--- src/rtl/pipe_hazard_ctrl_if.sv ---
// ============================================================================
// pipe_hazard_ctrl_if
// Interface bundle for the pipeline hazard controller: decode/execute/memory
// hazard inputs and the stall/flush controls returned to the pipeline.
// Optional perf-counter signals exist only when HAZARD_PERF_CNT_EN is defined.
// Revision: 1.0
// ============================================================================
`default_nettype none

interface pipe_hazard_ctrl_if #(
  parameter int REGFILE_ADDR_WIDTH = 5
);
  logic [REGFILE_ADDR_WIDTH-1:0] IF_ID_Rs1_addr;
  logic [REGFILE_ADDR_WIDTH-1:0] IF_ID_Rs2_addr;
  logic [REGFILE_ADDR_WIDTH-1:0] ID_EX_Rd_addr;
  logic                          ID_EX_Mem_rd_en;
  logic                          EX_Branch_taken;
  logic                          MEM_Req;
  logic                          MEM_Ack;
  logic                          PC_stall;
  logic                          IF_ID_stall;
  logic                          IF_ID_flush;
  logic                          ID_EX_stall;
  logic                          ID_EX_flush;
  logic                          EX_MEM_stall;
  logic                          MEM_WB_flush;
  logic                          Mem_timeout;
  logic [1:0]                    Hazard_state;
`ifdef HAZARD_PERF_CNT_EN
  logic [31:0]                   Stall_cycles;
  logic [31:0]                   Flush_count;

  modport slave (
    input  IF_ID_Rs1_addr, IF_ID_Rs2_addr, ID_EX_Rd_addr, ID_EX_Mem_rd_en,
           EX_Branch_taken, MEM_Req, MEM_Ack,
    output PC_stall, IF_ID_stall, IF_ID_flush, ID_EX_stall, ID_EX_flush,
           EX_MEM_stall, MEM_WB_flush, Mem_timeout, Hazard_state,
           Stall_cycles, Flush_count
  );

  modport master (
    output IF_ID_Rs1_addr, IF_ID_Rs2_addr, ID_EX_Rd_addr, ID_EX_Mem_rd_en,
           EX_Branch_taken, MEM_Req, MEM_Ack,
    input  PC_stall, IF_ID_stall, IF_ID_flush, ID_EX_stall, ID_EX_flush,
           EX_MEM_stall, MEM_WB_flush, Mem_timeout, Hazard_state,
           Stall_cycles, Flush_count
  );
`else
  modport slave (
    input  IF_ID_Rs1_addr, IF_ID_Rs2_addr, ID_EX_Rd_addr, ID_EX_Mem_rd_en,
           EX_Branch_taken, MEM_Req, MEM_Ack,
    output PC_stall, IF_ID_stall, IF_ID_flush, ID_EX_stall, ID_EX_flush,
           EX_MEM_stall, MEM_WB_flush, Mem_timeout, Hazard_state
  );

  modport master (
    output IF_ID_Rs1_addr, IF_ID_Rs2_addr, ID_EX_Rd_addr, ID_EX_Mem_rd_en,
           EX_Branch_taken, MEM_Req, MEM_Ack,
    input  PC_stall, IF_ID_stall, IF_ID_flush, ID_EX_stall, ID_EX_flush,
           EX_MEM_stall, MEM_WB_flush, Mem_timeout, Hazard_state
  );
`endif
endinterface

`default_nettype wire

--- src/rtl/pipe_hazard_ctrl.sv ---
// ============================================================================
// pipe_hazard_ctrl
// Stall/flush generator for the 5-stage RV32I pipeline: load-use bubble,
// taken-branch flush and multi-cycle data-memory freeze with timeout trap.
// Optional macro: HAZARD_PERF_CNT_EN adds saturating stall/flush counters.
// Revision: 1.0
// ============================================================================
`default_nettype none

module pipe_hazard_ctrl #(
  parameter int REGFILE_ADDR_WIDTH = 5,
  parameter int MAX_WAIT           = 15
) (
  input  logic                 Clk,
  input  logic                 Reset,
  pipe_hazard_ctrl_if.slave    hz
);

  localparam int CW = $clog2(MAX_WAIT + 1);
  localparam logic [REGFILE_ADDR_WIDTH-1:0] ZERO_REG = '0;
  localparam logic [CW-1:0] WAIT_LIMIT = CW'(MAX_WAIT);

  typedef enum logic [1:0] {
    RUN      = 2'b00,
    MEM_WAIT = 2'b01,
    TRAP     = 2'b10
  } state_t;

  state_t        state;
  logic [CW-1:0] wait_cnt;
  logic          timeout_q;

  logic mem_hold;
  logic load_use;
  logic freeze;
  logic pc_stall, if_id_stall, if_id_flush, id_ex_stall, id_ex_flush;
  logic ex_mem_stall, mem_wb_flush;

  // Prioritised stall/flush decode; reset forces every control low.
  always_comb begin
    mem_hold     = hz.MEM_Req & ~hz.MEM_Ack;
    load_use     = hz.ID_EX_Mem_rd_en & (hz.ID_EX_Rd_addr != ZERO_REG) &
                   ((hz.ID_EX_Rd_addr == hz.IF_ID_Rs1_addr) |
                    (hz.ID_EX_Rd_addr == hz.IF_ID_Rs2_addr));
    freeze       = (state == TRAP) | mem_hold;
    pc_stall     = 1'b0;
    if_id_stall  = 1'b0;
    if_id_flush  = 1'b0;
    id_ex_stall  = 1'b0;
    id_ex_flush  = 1'b0;
    ex_mem_stall = 1'b0;
    mem_wb_flush = 1'b0;
    if (Reset) begin
      pc_stall = 1'b0;
    end else if (freeze) begin
      // Branch and load-use are suppressed; the branch re-evaluates on release.
      pc_stall     = 1'b1;
      if_id_stall  = 1'b1;
      id_ex_stall  = 1'b1;
      ex_mem_stall = 1'b1;
      mem_wb_flush = 1'b1;
    end else if (hz.EX_Branch_taken) begin
      // Dependent instruction is discarded, so a coincident load-use is moot.
      if_id_flush = 1'b1;
      id_ex_flush = 1'b1;
    end else if (load_use) begin
      pc_stall    = 1'b1;
      if_id_stall = 1'b1;
      id_ex_flush = 1'b1;
    end
  end

  // Memory wait-state FSM; trap taken at equality so wait_cnt never wraps.
  always_ff @(posedge Clk) begin
    if (Reset) begin
      state     <= RUN;
      wait_cnt  <= '0;
      timeout_q <= 1'b0;
    end else begin
      case (state)
        RUN: begin
          if (mem_hold) begin
            state    <= MEM_WAIT;
            wait_cnt <= CW'(1);
          end else begin
            wait_cnt <= '0;
          end
        end
        MEM_WAIT: begin
          // A dropped request releases the pipeline just like an ack.
          if (hz.MEM_Ack | ~hz.MEM_Req) begin
            state    <= RUN;
            wait_cnt <= '0;
          end else if (wait_cnt == WAIT_LIMIT) begin
            state     <= TRAP;
            timeout_q <= 1'b1;
          end else begin
            wait_cnt <= wait_cnt + CW'(1);
          end
        end
        TRAP: begin
          state <= TRAP;
        end
        default: begin
          state    <= RUN;
          wait_cnt <= '0;
        end
      endcase
    end
  end

  assign hz.PC_stall     = pc_stall;
  assign hz.IF_ID_stall  = if_id_stall;
  assign hz.IF_ID_flush  = if_id_flush;
  assign hz.ID_EX_stall  = id_ex_stall;
  assign hz.ID_EX_flush  = id_ex_flush;
  assign hz.EX_MEM_stall = ex_mem_stall;
  assign hz.MEM_WB_flush = mem_wb_flush;
  assign hz.Mem_timeout  = timeout_q & ~Reset;
  assign hz.Hazard_state = Reset ? 2'b00 : state;

`ifdef HAZARD_PERF_CNT_EN
  logic [31:0] stall_cnt;
  logic [31:0] flush_cnt;

  // Saturating event counters for stalled and flushed cycles.
  always_ff @(posedge Clk) begin
    if (Reset) begin
      stall_cnt <= '0;
      flush_cnt <= '0;
    end else begin
      if (pc_stall && (stall_cnt != '1)) stall_cnt <= stall_cnt + 32'd1;
      if (if_id_flush && (flush_cnt != '1)) flush_cnt <= flush_cnt + 32'd1;
    end
  end

  assign hz.Stall_cycles = stall_cnt;
  assign hz.Flush_count  = flush_cnt;
`endif

endmodule

`default_nettype wire

--- src/flat_wrapper.sv ---
// flat-port wrapper written by rule: the top's interface ports become plain ports
module pipe_hazard_ctrl_flat 
#(
  parameter int REGFILE_ADDR_WIDTH = 5,
  parameter int MAX_WAIT           = 15
)
  (Clk, Reset, hz_IF_ID_Rs1_addr, hz_IF_ID_Rs2_addr, hz_ID_EX_Rd_addr, hz_ID_EX_Mem_rd_en, hz_EX_Branch_taken, hz_MEM_Req, hz_MEM_Ack, hz_PC_stall, hz_IF_ID_stall, hz_IF_ID_flush, hz_ID_EX_stall, hz_ID_EX_flush, hz_EX_MEM_stall, hz_MEM_WB_flush, hz_Mem_timeout, hz_Hazard_state);
  pipe_hazard_ctrl_if #(.REGFILE_ADDR_WIDTH(REGFILE_ADDR_WIDTH)) hz_i ();
  input  logic Clk;
  input  logic Reset;
  input wire logic [$bits(hz_i.IF_ID_Rs1_addr)-1:0] hz_IF_ID_Rs1_addr;
  input wire logic [$bits(hz_i.IF_ID_Rs2_addr)-1:0] hz_IF_ID_Rs2_addr;
  input wire logic [$bits(hz_i.ID_EX_Rd_addr)-1:0] hz_ID_EX_Rd_addr;
  input wire logic [$bits(hz_i.ID_EX_Mem_rd_en)-1:0] hz_ID_EX_Mem_rd_en;
  input wire logic [$bits(hz_i.EX_Branch_taken)-1:0] hz_EX_Branch_taken;
  input wire logic [$bits(hz_i.MEM_Req)-1:0] hz_MEM_Req;
  input wire logic [$bits(hz_i.MEM_Ack)-1:0] hz_MEM_Ack;
  output wire logic [$bits(hz_i.PC_stall)-1:0] hz_PC_stall;
  output wire logic [$bits(hz_i.IF_ID_stall)-1:0] hz_IF_ID_stall;
  output wire logic [$bits(hz_i.IF_ID_flush)-1:0] hz_IF_ID_flush;
  output wire logic [$bits(hz_i.ID_EX_stall)-1:0] hz_ID_EX_stall;
  output wire logic [$bits(hz_i.ID_EX_flush)-1:0] hz_ID_EX_flush;
  output wire logic [$bits(hz_i.EX_MEM_stall)-1:0] hz_EX_MEM_stall;
  output wire logic [$bits(hz_i.MEM_WB_flush)-1:0] hz_MEM_WB_flush;
  output wire logic [$bits(hz_i.Mem_timeout)-1:0] hz_Mem_timeout;
  output wire logic [$bits(hz_i.Hazard_state)-1:0] hz_Hazard_state;
  assign hz_i.IF_ID_Rs1_addr = hz_IF_ID_Rs1_addr;
  assign hz_i.IF_ID_Rs2_addr = hz_IF_ID_Rs2_addr;
  assign hz_i.ID_EX_Rd_addr = hz_ID_EX_Rd_addr;
  assign hz_i.ID_EX_Mem_rd_en = hz_ID_EX_Mem_rd_en;
  assign hz_i.EX_Branch_taken = hz_EX_Branch_taken;
  assign hz_i.MEM_Req = hz_MEM_Req;
  assign hz_i.MEM_Ack = hz_MEM_Ack;
  assign hz_PC_stall = hz_i.PC_stall;
  assign hz_IF_ID_stall = hz_i.IF_ID_stall;
  assign hz_IF_ID_flush = hz_i.IF_ID_flush;
  assign hz_ID_EX_stall = hz_i.ID_EX_stall;
  assign hz_ID_EX_flush = hz_i.ID_EX_flush;
  assign hz_EX_MEM_stall = hz_i.EX_MEM_stall;
  assign hz_MEM_WB_flush = hz_i.MEM_WB_flush;
  assign hz_Mem_timeout = hz_i.Mem_timeout;
  assign hz_Hazard_state = hz_i.Hazard_state;
  pipe_hazard_ctrl #(.REGFILE_ADDR_WIDTH(REGFILE_ADDR_WIDTH), .MAX_WAIT(MAX_WAIT)) u_core (.Clk(Clk), .Reset(Reset), .hz(hz_i));
endmodule
--- config.mk ---
export PLATFORM = sky130hd
export DESIGN_NAME = pipe_hazard_ctrl_flat
export DESIGN_NICKNAME = d
export VERILOG_FILES = /design/src/rtl/pipe_hazard_ctrl_if.sv /design/src/rtl/pipe_hazard_ctrl.sv /design/src/flat_wrapper.sv
export SDC_FILE = /design/constraint.sdc
export NUM_CORES = 1
export LEC_CHECK = 0
export BUFFER_PORTS_ARGS = -buffer_cell sky130_fd_sc_hd__buf_4
export CAP_MARGIN = 20
export CORE_AREA = 3 3 40 42
export DETAILED_ROUTE_END_ITERATION = 8
export DIE_AREA = 0 0 43 45
export PLACE_DENSITY = 0.73
export SYNTH_ARGS = -nofsm -noshare
export SYNTH_HDL_FRONTEND = slang
export SYNTH_SLANG_ARGS = --single-unit
export TNS_END_PERCENT = 30
--- constraint.sdc ---
create_clock -name Clk -period 2.8 [get_ports Clk]
set_input_delay 0.56 -clock Clk [delete_from_list [all_inputs] [get_ports Clk]]
set_output_delay 0.56 -clock Clk [all_outputs]
set_load 0.01 [all_outputs]
Word-level counts from Yosys, hierarchy flattened
Index checks and enable logic that the tools add are counted.
Storage, ports and cells
  register bits after elaboration: 7
  bits in latches: 0
  memory bits (writable): 0
  memory bits (read-only): 0
  bits of input ports: 21
  output and inout port bits: 10
  memories kept: 0
Cells by class
  add/sub/neg operators: 1
  $mul: 0
  divide/modulo/power cells: 0
  order comparisons: 0
  equal/unequal tests: 8
  shift operators: 0
  muxes and demuxes: 21
  bitwise logic cells: 12
  reductions and logical operators: 5
Operators by type and width (number)
  $mux W1: 13
  $pmux W4 S3: 1
  $eq A5 B5 Y1: 2
  $mux W2: 4
  $mux W4: 2
  $pmux W2 S3: 1
  $not A1 Y1: 5
  $reduce_bool A5 Y1: 1
  $add A4 B1 Y4 const B: 1
  $and A1 B1 Y1: 4
  $eq A4 B4 Y1 const B: 1
  $reduce_and A2 Y1: 2
  $ne A3 B1 Y1 const B: 1
  $ne A3 B2 Y1 const B: 1
  $or A1 B1 Y1: 3
  $reduce_and A3 Y1: 1
  $eq A2 B1 Y1 const B: 1
  $eq A2 B2 Y1 const B: 1
  $logic_not A2 Y1: 1
  $ne A2 B1 Y1 const B: 1

Depth between registers and ports, before layout
Gate-level depths: netlist of run 1.
  word-level depth: 7
  mapped depth: 5
  gate-level depth less buffers: 5

Worst setup path after synthesis of run 1
No wires, ideal clock.
  path type: in2out
  from: input hz_ID_EX_Rd_addr[3]
  to: output hz_PC_stall
  data arrival time: 1.427 ns
  path slack: 0.813 ns
  cell stages on the path: 5
  buffers on the path: 1
  cell sequence: xor2_1 nor3_1 a22oi_1 o22ai_1 buf_4
On the way
  cells in the longest elaborated chain, start to end: 7
  elaborated cells between the ends (all ways): 10
  those cells by class: 2 x eq/ne; 4 x mux; 3 x bitwise; 1 x reduce/logical
RTL lines
  from (decl): line flat_wrapper.sv:13  | input wire logic [$bits(hz_i.ID_EX_Rd_addr)-1:0] hz_ID_EX_Rd_addr;
  $eq A5 B5 Y1 (tied with other cells): line pipe_hazard_ctrl.sv:43  | ((hz.ID_EX_Rd_addr == hz.IF_ID_Rs1_addr) |
  $or A1 B1 Y1 / $and A1 B1 Y1 (equally long branches): line pipe_hazard_ctrl.sv:43, pipe_hazard_ctrl.sv:42
  $and A1 B1 Y1 (*): line pipe_hazard_ctrl.sv:42  | load_use = hz.ID_EX_Mem_rd_en & (hz.ID_EX_Rd_addr != ZERO_REG) &
  $mux W1 (*) (4 in a row)
  to (decl): line flat_wrapper.sv:18  | output wire logic [$bits(hz_i.PC_stall)-1:0] hz_PC_stall;
Mark *: on every way between the ends. The rest lies on a longest branch, timed or not.

Worst setup path in the final report of run 1
  from: input hz_ID_EX_Rd_addr[3]
  to: output hz_IF_ID_stall
On the way
  cells in the longest elaborated chain, start to end: 7
  elaborated cells between the ends (all ways): 10
  those cells by class: 2 x eq/ne; 4 x mux; 3 x bitwise; 1 x reduce/logical
RTL lines
  $eq A5 B5 Y1 (tied with other cells): line pipe_hazard_ctrl.sv:43
  $or A1 B1 Y1 / $and A1 B1 Y1 (equally long branches): line pipe_hazard_ctrl.sv:43, pipe_hazard_ctrl.sv:42
  $and A1 B1 Y1 (*): line pipe_hazard_ctrl.sv:42
  $mux W1 (*): line pipe_hazard_ctrl.sv:66  | end else if (load_use) begin
  $mux W1 (*): line pipe_hazard_ctrl.sv:62  | end else if (hz.EX_Branch_taken) begin
  $mux W1 (*): line pipe_hazard_ctrl.sv:55  | end else if (freeze) begin
  $mux W1 (*): line pipe_hazard_ctrl.sv:53  | if (Reset) begin
  to (decl): line flat_wrapper.sv:19  | output wire logic [$bits(hz_i.IF_ID_stall)-1:0] hz_IF_ID_stall;
Marked as above.

==> results of run 1 <==
[state kept, by name (all words and copies together), names as in the netlist]
register and cells:
u_core.timeout_q 1, u_core.wait_cnt 4, u_core.state 2
[per-stage QoR]
stage                     power, mW  hold slack (ns)  instance area, µm²
after global placement        0.170            0.477                 771
after global routing          0.279            0.522                 798
after detailed placement      0.171            0.476                 771
final                         0.263            0.487                 798
after CTS                     0.269            0.488                 798
after floorplan               0.135            0.459                 553
[routing by layer]
layer | up-vias | part of all wire, % | global-route usage, %
met4 | 0 | 0.64 | 5.42
met5 | - | 0 | 0
met3 | 2 | 8.0 | 5.58
li1 | 289 | - | -
met2 | 20 | 43 | 19.8
met1 | 232 | 48 | 17.6
[cells in the final DEF, fill, tap and decap left out, drive strengths merged, types with 2 or more instances in the layout]
cell type	instances
nor2	8
nand2b	2
a21oi	5
nand3	2
buf	30
clkbuf	3
nor2b	5
xor2	10
nor3	3
dfxtp	7
[logic make-up after synthesis]
kind of cell    synth area share (%)
compound gates                  17.4
xor+xnor                        17.4
buf+inv                         5.43
flops                           25.3
simple gates                    32.1
fa+ha+maj                       2.26
[report_power, final]
part / internal (mW) / switching (mW) / leakage [nW] / total (mW)
combinational: 0.0382 / 0.0279 / 0.293 / 0.0660
sequential: 0.101 / 0.00161 / 0.0567 / 0.102
clock: 0.0524 / 0.0424 / 0.0177 / 0.0949
total: 0.191 / 0.0719 / 0.367 / 0.263
[cell type report]
| type | count | area share [%] |
|---|---|---|
| Timing Repair Buffer | 30 | 28.2 |
| Sequential cell | 7 | 17.6 |
| Clock buffer | 3 | 2.82 |
| Inverter | 1 | 0.470 |
| Clock inverter | 1 | 0.627 |
| Tap cell | 15 | 2.35 |
| Multi-Input combinational cell | 53 | 48.0 |
[worst paths after layout]
| path | from | end | slack [ns] |
|---|---|---|---|
| worst max-delay path | hz_ID_EX_Rd_addr[3] | hz_IF_ID_stall | 0.74 |
| worst min-delay path | u_core.wait_cnt[1] | u_core.wait_cnt[1] | 0.49 |
| worst max register to register | u_core.wait_cnt[0] | u_core.wait_cnt[0] | 1.38 |
| worst min register to register | u_core.wait_cnt[1] | u_core.wait_cnt[1] | 0.49 |
[synth_stat cells, types with 2 or more instances]
cell      number
a21oi_1        2
a21oi_2        3
buf_4          3
dfxtp_1        7
nand2b_1       2
nand3_1        2
nor2_1         7
nor2b_1        3
nor2b_2        2
nor3_1         3
xor2_1        10
[worst reg2reg max path, stage by stage, from the launching register on]
cell     delay (ns)
dfxtp_1        0.34
ha_1           0.23
and4_4         0.22
a21oi_2        0.28
nor2_2         0.06
a22o_1         0.18
==> out/qor.txt, run 1 <==
Status = finished, final reports clean
Clock insertion delay at the later pin of the skew report = 0.26 ns
Grt total ovfl = 0
Unrepaired setup endpoints after global routing = false
Top-Level Pins = 31
Clock tree from TritonCTS = done
Part of the Yosys area used for sequential elements = 25.3%
VDD IR-drop max = 0.207 mV
Routed via count divided by cell count = 4.94
Pin count of the biggest net entering global routing = 14
Commonest register cell after synthesis = dfxtp_1
Number of placed cells counting well taps = 106
Vias = 543
Critical Setup Path Class = in -> out
Class of the tightest hold or removal check = reg -> reg
H-tree depth = 1
Actual slew at the worst max-slew pin = 0.294 ns
Antenna diodes = 0
Residual DRC = 0
Max_cap viols = 0
Peak fanout along the critical path = 3
Worst slack, placed = 0.755 ns
Library cell occupying the most area in the post-synthesis netlist = dfxtp_1
Post-synthesis cell area = 553 µm²
Clock transition at the registers of the reported paths = 0.06 ns
Post-layout min period = 2.06 ns
Total Wirelength = 1240 µm
CTS Hold Buffers Added = 0
CP max-delay cell = o22ai_1
Count of routing violations after the opening detailed-route iteration = 16
Startpoint type of the worst setup path = input port
Post-CTS Setup Inserts = 0
Tot GR Track Use = 13.5%
Number of iterations in the first detailed-routing pass = 4
Cells traversed along the worst timing path = buf_4, xor2_1, nor3_1, a22oi_1, o22ai_1, buf_4
Final core utilization = 62.1%
Number of buffers inserted during clock tree synthesis = 3
Final hold viol count = 0
Yosys synthesis warning count = 0
Critical Path RT = 2.24 ns
DP HPWL = 992 µm
Via count of the first global-routing pass = 465
Synthesis-to-layout area growth = 44.3%
Port buffer count = 30
Instance count along the most critical hold path = 2
Footprint of the flip-flops and latches = 140 µm²
Sink Count = 7
Initial Util = 43.0%
Fraction of the cycle the final worst path needs = 73.5%
Most prevalent standard cell on the critical path = buf_4
Syn_area_per_cell = 8.51 µm²
Synth top area cells = dfxtp_1 25%, xor2_1 16%, nor2_1 4.8%
Total number of nets in the final design = 118
Initial antenna violation count = 0
Max Freq = 0.486 GHz
Crit path max-delay family = compound AO/OA/AOI/OAI gates
Number of cells upsized or downsized after cts = 0
Number of distinct library cell variants in the gate-level netlist after synthesis = 32
Detailed-route wire length per cell = 11.3 µm
PnR worst setup slack = 0.741 ns
Skew final = 0.00561 ns
Area share of the largest cell type after synthesis = 25.3%
Fraction of synthesis flops using an asynchronous set or reset pin = 0%
Accumulated negative setup slack = 0 ns
Max_slew headroom = 80.4%
Chip height = 45 µm
Final std cells w/o fill = 110
Count of buffer and inverter cells on the critical path = 2
Cell row count = 13
Area of the multi-input gates = 383 µm²
Number of cells on the worst reg-to-reg path = 5
Synthesized flop and latch total = 7
Static Leak = 0.367 nW
GP Congestion = 0.757
EDFF count, synth = 0
Largest incremental delay on the critical path = 0.19 ns
Crit. End Element = primary output
Power Density = 330 mW/mm²
Share of cells above drive strength 1 = 44.2%
Post-synthesis instance total = 65
Fillcell total = 123
Residual antenna-violating net count after detailed routing = 0
Final setup vio count = 0
Deepest clock path buffer count = 2
Data arrival time of the worst path = 1.50 ns
Cell depth of the worst setup path = 6
Die footprint = 0.00194 mm²
Area of the placeable core = 0.00128 mm²
Clock root buffer = clkbuf_4
Max-slew violations = 0
Wire length of the first global-routing pass = 1950 µm
DIE WIDTH = 43 µm
Total nets after synthesis = 87
No activity file was read; power rests on OpenSTA's default activity.
==> run 2: changes to the inputs <==
--- a/config.mk
+++ b/config.mk
@@ -7,10 +7,10 @@
 export LEC_CHECK = 0
 export BUFFER_PORTS_ARGS = -buffer_cell sky130_fd_sc_hd__buf_4
 export CAP_MARGIN = 20
-export CORE_AREA = 3 3 40 42
+export CORE_MARGIN = 3
+export CORE_UTILIZATION = 42
 export DETAILED_ROUTE_END_ITERATION = 8
-export DIE_AREA = 0 0 43 45
-export PLACE_DENSITY = 0.73
+export PLACE_DENSITY = 0.74
 export SYNTH_ARGS = -nofsm -noshare
 export SYNTH_HDL_FRONTEND = slang
 export SYNTH_SLANG_ARGS = --single-unit
==> constraint.sdc (replaced) <==
create_clock -name Clk -period 2.13 [get_ports Clk]
set_input_delay 0.426 -clock Clk [delete_from_list [all_inputs] [get_ports Clk]]
set_output_delay 0.426 -clock Clk [all_outputs]
set_load 0.01 [all_outputs]
==> out/qor.txt, run 2 (synthesized netlist as in run 1, its figures left out) <==
Status = finished, final reports clean
Port buffer count = 30
Top flop regs = u_core.wait_cnt: 4 flops, u_core.state: 2 flops, u_core.timeout_q: 1 flops
Number of cells upsized or downsized after cts = 0
Residual antenna-violating net count after detailed routing = 0
Switching power share of the total = 26.0%
Data arrival time of the worst path = 1.47 ns
Final std cells w/o fill = 109
Largest incremental delay on the critical path = 0.38 ns
Proportion of power drawn by combinational gates = 25.4%
Most common cell after layout, fill and taps aside = buf_4
Via count of the first global-routing pass = 535
Most frequent cells in the layout = 30 x buf_4, 10 x xor2_1, 7 x nor2_1, 7 x dfxtp_1
Total chip power = 344 µW
Max Freq = 0.526 GHz
Max_slew headroom = 80.4%
Number of buffers inserted during clock tree synthesis = 3
DIE WIDTH = 42.3 µm
Wire length of the first global-routing pass = 2260 µm
Total number of nets in the final design = 118
Sink Count = 7
Initial Util = 47.2%
Startpoint type of the worst setup path = flip-flop
Top-Level Pins = 31
Synthesis-to-layout area growth = 43.9%
Unrepaired setup endpoints after global routing = false
Detailed-route wire length per cell = 12.1 µm
Critical Setup Path Class = reg -> out
Clock insertion delay at the later pin of the skew report = 0.25 ns
CTS Hold Buffers Added = 0
Max-slew violations = 0
PnR worst setup slack = 0.230 ns
Final setup vio count = 0
Worst slack, placed = 0.307 ns
Max_cap viols = 0
Vias = 542
Actual slew at the worst max-slew pin = 0.294 ns
Antenna diodes = 0
CP max-delay cell = dfxtp_1
Area of the placeable core = 0.00117 mm²
Clock transition at the registers of the reported paths = 0.05 ns
Post-layout min period = 1.90 ns
Number of iterations in the first detailed-routing pass = 4
Number of placed cells counting well taps = 105
Power Density = 432 mW/mm²
Share of cells above drive strength 1 = 43.2%
Relative contribution of the clock network to total power = 35.4%
Part of the power in registers = 39.2%
Final hold viol count = 0
Crit. End Element = primary output
Grt total ovfl = 0
VDD IR-drop max = 0.359 mV
Post-CTS Setup Inserts = 0
Cell row count = 12
Int Power = 254 µW
Peak fanout along the critical path = 4
Net Sw Power = 89.4 µW
DP HPWL = 1080 µm
H-tree depth = 1
Routed via count divided by cell count = 4.97
GP Congestion = 0.790
Clock root buffer = clkbuf_4
Die footprint = 0.00179 mm²
Skew final = 0.000231 ns
Initial antenna violation count = 0
Total Wirelength = 1320 µm
Cells traversed along the worst timing path = nor2b_2, a21oi_2, and3b_1, o21bai_1, buf_4
Accumulated negative setup slack = 0 ns
Pin count of the biggest net entering global routing = 14
Residual DRC = 0
Number of flip-flops under the largest register name = 4
Count of routing violations after the opening detailed-route iteration = 8
Deepest clock path buffer count = 2
Chip height = 42.3 µm
Clock tree from TritonCTS = done
Largest reg by FF count = u_core.wait_cnt
Hold_ws = 0.446 ns
Critical Path RT = 1.70 ns
Static Leak = 0.364 nW
Tot GR Track Use = 16.6%
Class of the tightest hold or removal check = in -> reg
Fraction of the cycle the final worst path needs = 89.2%
==> run 2: cell count changes in the layout (fill, tap and decap cells not counted) <==
cell | before | now
clkbuf_1 | 0 | 1
clkinv_2 | 1 | 0
==> run 2: worst paths after layout <==
path                      start            endpoint  depth (start not counted)  slack [ns]
max             u_core.state[1]      hz_ID_EX_flush                          5        0.23
min                       Reset     u_core.state[1]                          2        0.45
max reg2reg  u_core.wait_cnt[0]  u_core.wait_cnt[0]                          5        0.72
min reg2reg  u_core.wait_cnt[1]  u_core.wait_cnt[1]                          2        0.48
==> run 2: power by group through the flow <==
stage / logic (mW) / clock network (mW) / registers [mW]
3_3_place_gp: 0.0864 / 0 / 0.138
4_1_cts: 0.0879 / 0.128 / 0.135
5_1_grt: 0.0964 / 0.135 / 0.135
3_5_place_dp: 0.0872 / 0 / 0.138
6_report: 0.0872 / 0.122 / 0.135
2_1_floorplan: 0.0402 / 0 / 0.137
==> run 2: critical path: cells and delay by family (launching register included) <==
family                 cells  cell delay [ns]
AND/OR/NAND/NOR            2             0.45
buffers and inverters      1             0.15
AO/OA/AOI/OAI              2             0.23
flip-flops                 1             0.38
==> run 2: final cells by class <==
class | instances | area (µm²)
inverter | 1 | 3.75
timing repair buffer | 30 | 225
multi-input combinational | 53 | 383
fill | 117 | 375
sequential | 7 | 140
tap | 14 | 17.5
clock buffer | 4 | 26.3
==> run 2: routing by layer <==
metal | vias up | track usage (%) | share of wire, %
li1 | 287 | - | -
met1 | 235 | 20.8 | 45
met2 | 20 | 26.1 | 48
met3 | 0 | 6.44 | 7.0
met4 | 0 | 4.97 | 0
met5 | - | 0 | 0
==> run 2: per-stage QoR <==
stage	instance area (µm²)	util [%]
2_1_floorplan	553	-
3_3_place_gp	769	65.7
3_5_place_dp	769	65.7
4_1_cts	796	67.9
5_1_grt	796	67.9
6_report	796	67.9
==> run 3: changes to the inputs <==
--- a/config.mk
+++ b/config.mk
@@ -5,10 +5,11 @@
 export SDC_FILE = /design/constraint.sdc
 export NUM_CORES = 1
 export LEC_CHECK = 0
-export BUFFER_PORTS_ARGS = -buffer_cell sky130_fd_sc_hd__buf_4
+export ABC_AREA = 1
+export BUFFER_PORTS_ARGS = -buffer_cell sky130_fd_sc_hd__buf_2
 export CAP_MARGIN = 20
 export CORE_MARGIN = 3
-export CORE_UTILIZATION = 42
+export CORE_UTILIZATION = 44
 export DETAILED_ROUTE_END_ITERATION = 8
 export PLACE_DENSITY = 0.74
 export SYNTH_ARGS = -nofsm -noshare
==> out/qor.txt, run 3 <==
Grt total ovfl = 0
Residual DRC = 0
Main combinational cell family by area after synthesis = simple AND/OR/NAND/NOR gates
Via count of the first global-routing pass = 593
Wire length of the first global-routing pass = 2260 µm
Number of cells upsized or downsized after cts = 0
Status = finished, final reports clean
Pin count of the biggest net entering global routing = 10
Area of the placeable core = 0.00122 mm²
Sink Count = 7
Tot GR Track Use = 15.3%
Accumulated negative setup slack = 0 ns
PnR worst setup slack = 0.258 ns
Final setup vio count = 0
Residual antenna-violating net count after detailed routing = 0
Placed inst area = 762 µm²
Post-CTS Setup Inserts = 0
Worst slack, placed = 0.349 ns
DIE WIDTH = 43.6 µm
Post-Synth Adder-Cell Area = 2.01%
Antenna diodes = 0
CTS Hold Buffers Added = 0
Max_cap viols = 0
Share of cells above drive strength 1 = 29.9%
Max-slew violations = 0
Total Wirelength = 1360 µm
Number of cells on the worst reg-to-reg path = 9
Routed via count divided by cell count = 4.46
Largest reg by FF count = u_core.wait_cnt
Detailed-route wire length per cell = 8.63 µm
Post-Synth Simple-Gate Area = 41.9%
DP HPWL = 1190 µm
Die footprint = 0.00190 mm²
Top-Level Pins = 31
Total number of nets in the final design = 167
Cell row count = 12
Total nets after synthesis = 136
Synthesized flop and latch total = 7
Clock root buffer = clkbuf_4
Final core utilization = 64.8%
Share of synthesized area spent on multiplexers = 0%
Area share of the largest cell type after synthesis = 22.5%
H-tree depth = 1
Instance count along the most critical hold path = 2
Static Leak = 0.488 nW
Most common cell after layout, fill and taps aside = nand2_1
Vias = 704
Actual slew at the worst max-slew pin = 0.297 ns
Class of the tightest hold or removal check = in -> reg
Post-layout min period = 1.87 ns
Skew final = 0.00546 ns
Power Density = 421 mW/mm²
Yosys synthesis warning count = 0
VDD IR-drop max = 0.368 mV
Number of flip-flops under the largest register name = 4
Fillcell total = 121
Clock insertion delay at the later pin of the skew report = 0.25 ns
Port buffer count = 30
Synth top area cells = dfxtp_1 23%, nand2_1 22%, inv_1 14%
Part of the Yosys area used for sequential elements = 22.5%
Design Area, Final = 788 µm²
Max Freq = 0.534 GHz
Crit. End Element = primary output
Number of buffers inserted during clock tree synthesis = 3
Commonest register cell after synthesis = dfxtp_1
Total chip power = 332 µW
Initial antenna violation count = 0
Clock transition at the registers of the reported paths = 0.05 ns
Count of routing violations after the opening detailed-route iteration = 9
Critical Path RT = 1.70 ns
Top flop regs = u_core.wait_cnt: 4 flops, u_core.state: 2 flops, u_core.timeout_q: 1 flops
Area of the multi-input gates = 353 µm²
Most frequent cells in the layout = 37 x nand2_1, 30 x buf_2, 24 x inv_1
Area share of xor/xnor cells in the synthesized design = 2.82%
Max_slew headroom = 80.1%
Post-synthesis instance total = 114
Leading cell type by number of instances after synthesis = nand2_1
Initial Util = 51.1%
Footprint of the flip-flops and latches = 140 µm²
Data arrival time of the worst path = 1.45 ns
GP Congestion = 0.791
Critical Setup Path Class = reg -> out
Synthesis-to-layout area growth = 26.8%
Share of the synthesized area in compound gates (AO/OA/AOI/OAI) = 10.1%
Final hold viol count = 0
Library cell occupying the most area in the post-synthesis netlist = dfxtp_1
Number of distinct library cell variants in the gate-level netlist after synthesis = 21
Syn_area_per_cell = 5.45 µm²
Unrepaired setup endpoints after global routing = false
Chip height = 43.6 µm
Fraction of synthesis flops using an asynchronous set or reset pin = 0%
Number of iterations in the first detailed-routing pass = 4
Startpoint type of the worst setup path = flip-flop
Most common library cells after synthesis = 37 x nand2_1, 24 x inv_1, 15 x nor2_1
EDFF count, synth = 0
Deepest clock path buffer count = 2
Peak fanout along the critical path = 4
Fraction of the cycle the final worst path needs = 87.9%
Post-synthesis cell area = 622 µm²
Clock tree from TritonCTS = done
==> run 3: cell count changes after synthesis, sizes merged, moves of 5 or more <==
cell,previous run,this run
inv,1,27
nand2,1,38
nor2,8,19
nor2b,5,0
xor2,10,0
==> run 3: power by group <==
part / switching, mW / internal (mW)
Clock: 0.0483 / 0.0714
Sequential: 0.00163 / 0.133
Combinational: 0.0430 / 0.0347
==> run 3: layout make-up <==
| cell class | count | share of cell area, % |
|---|---|---|
| Multi-Input combinational cell | 76 | 44.8 |
| Timing Repair Buffer | 30 | 19.0 |
| Sequential cell | 7 | 17.8 |
| Inverter | 27 | 12.9 |
| Clock buffer | 4 | 3.33 |
| Tap cell | 14 | 2.22 |
==> run 3: critical path: stages (launching register included) <==
cell and delay (ns):
dfxtp_1 0.38, inv_1 0.08, nor2_2 0.12, inv_1 0.08
nand2_1 0.07, inv_1 0.05, nor2_2 0.12, o21bai_1 0.14
buf_2 0.16
==> run 3: through the flow <==
step                hold WS (ns)  instances
floorplan                  0.436        114
global placement           0.451        154
detailed placement         0.452        154
CTS                        0.443        158
global route               0.460        158
finish                     0.448        158
==> run 3: final timing paths <==
kind,end,slack (ns),startpoint
min reg2reg,u_core.timeout_q,0.45,u_core.timeout_q
max,hz_IF_ID_stall,0.26,u_core.state[1]
min,u_core.timeout_q,0.45,Reset
max reg2reg,u_core.wait_cnt[1],0.81,u_core.wait_cnt[0]
==> run 3: routing by layer <==
| layer | up-vias | routed length (µm) | GRT usage (%) |
|---|---|---|---|
| li1 | 393 | - | - |
| met1 | 288 | 596 | 18.6 |
| met2 | 23 | 642 | 25.9 |
| met3 | 0 | 125 | 6.22 |
| met4 | 0 | 0 | 1.81 |
| met5 | - | 0 | 0 |
==> run 3: cell families (layout without fill, tap and decap cells) <==
group | after synthesis | after routing
AND/OR/NAND/NOR | 63 | 63
XOR/XNOR | 2 | 2
adder cells (fa/ha/maj) | 1 | 1
buffers and inverters | 31 | 61
AO/OA/AOI/OAI | 10 | 10
flip-flops | 7 | 7
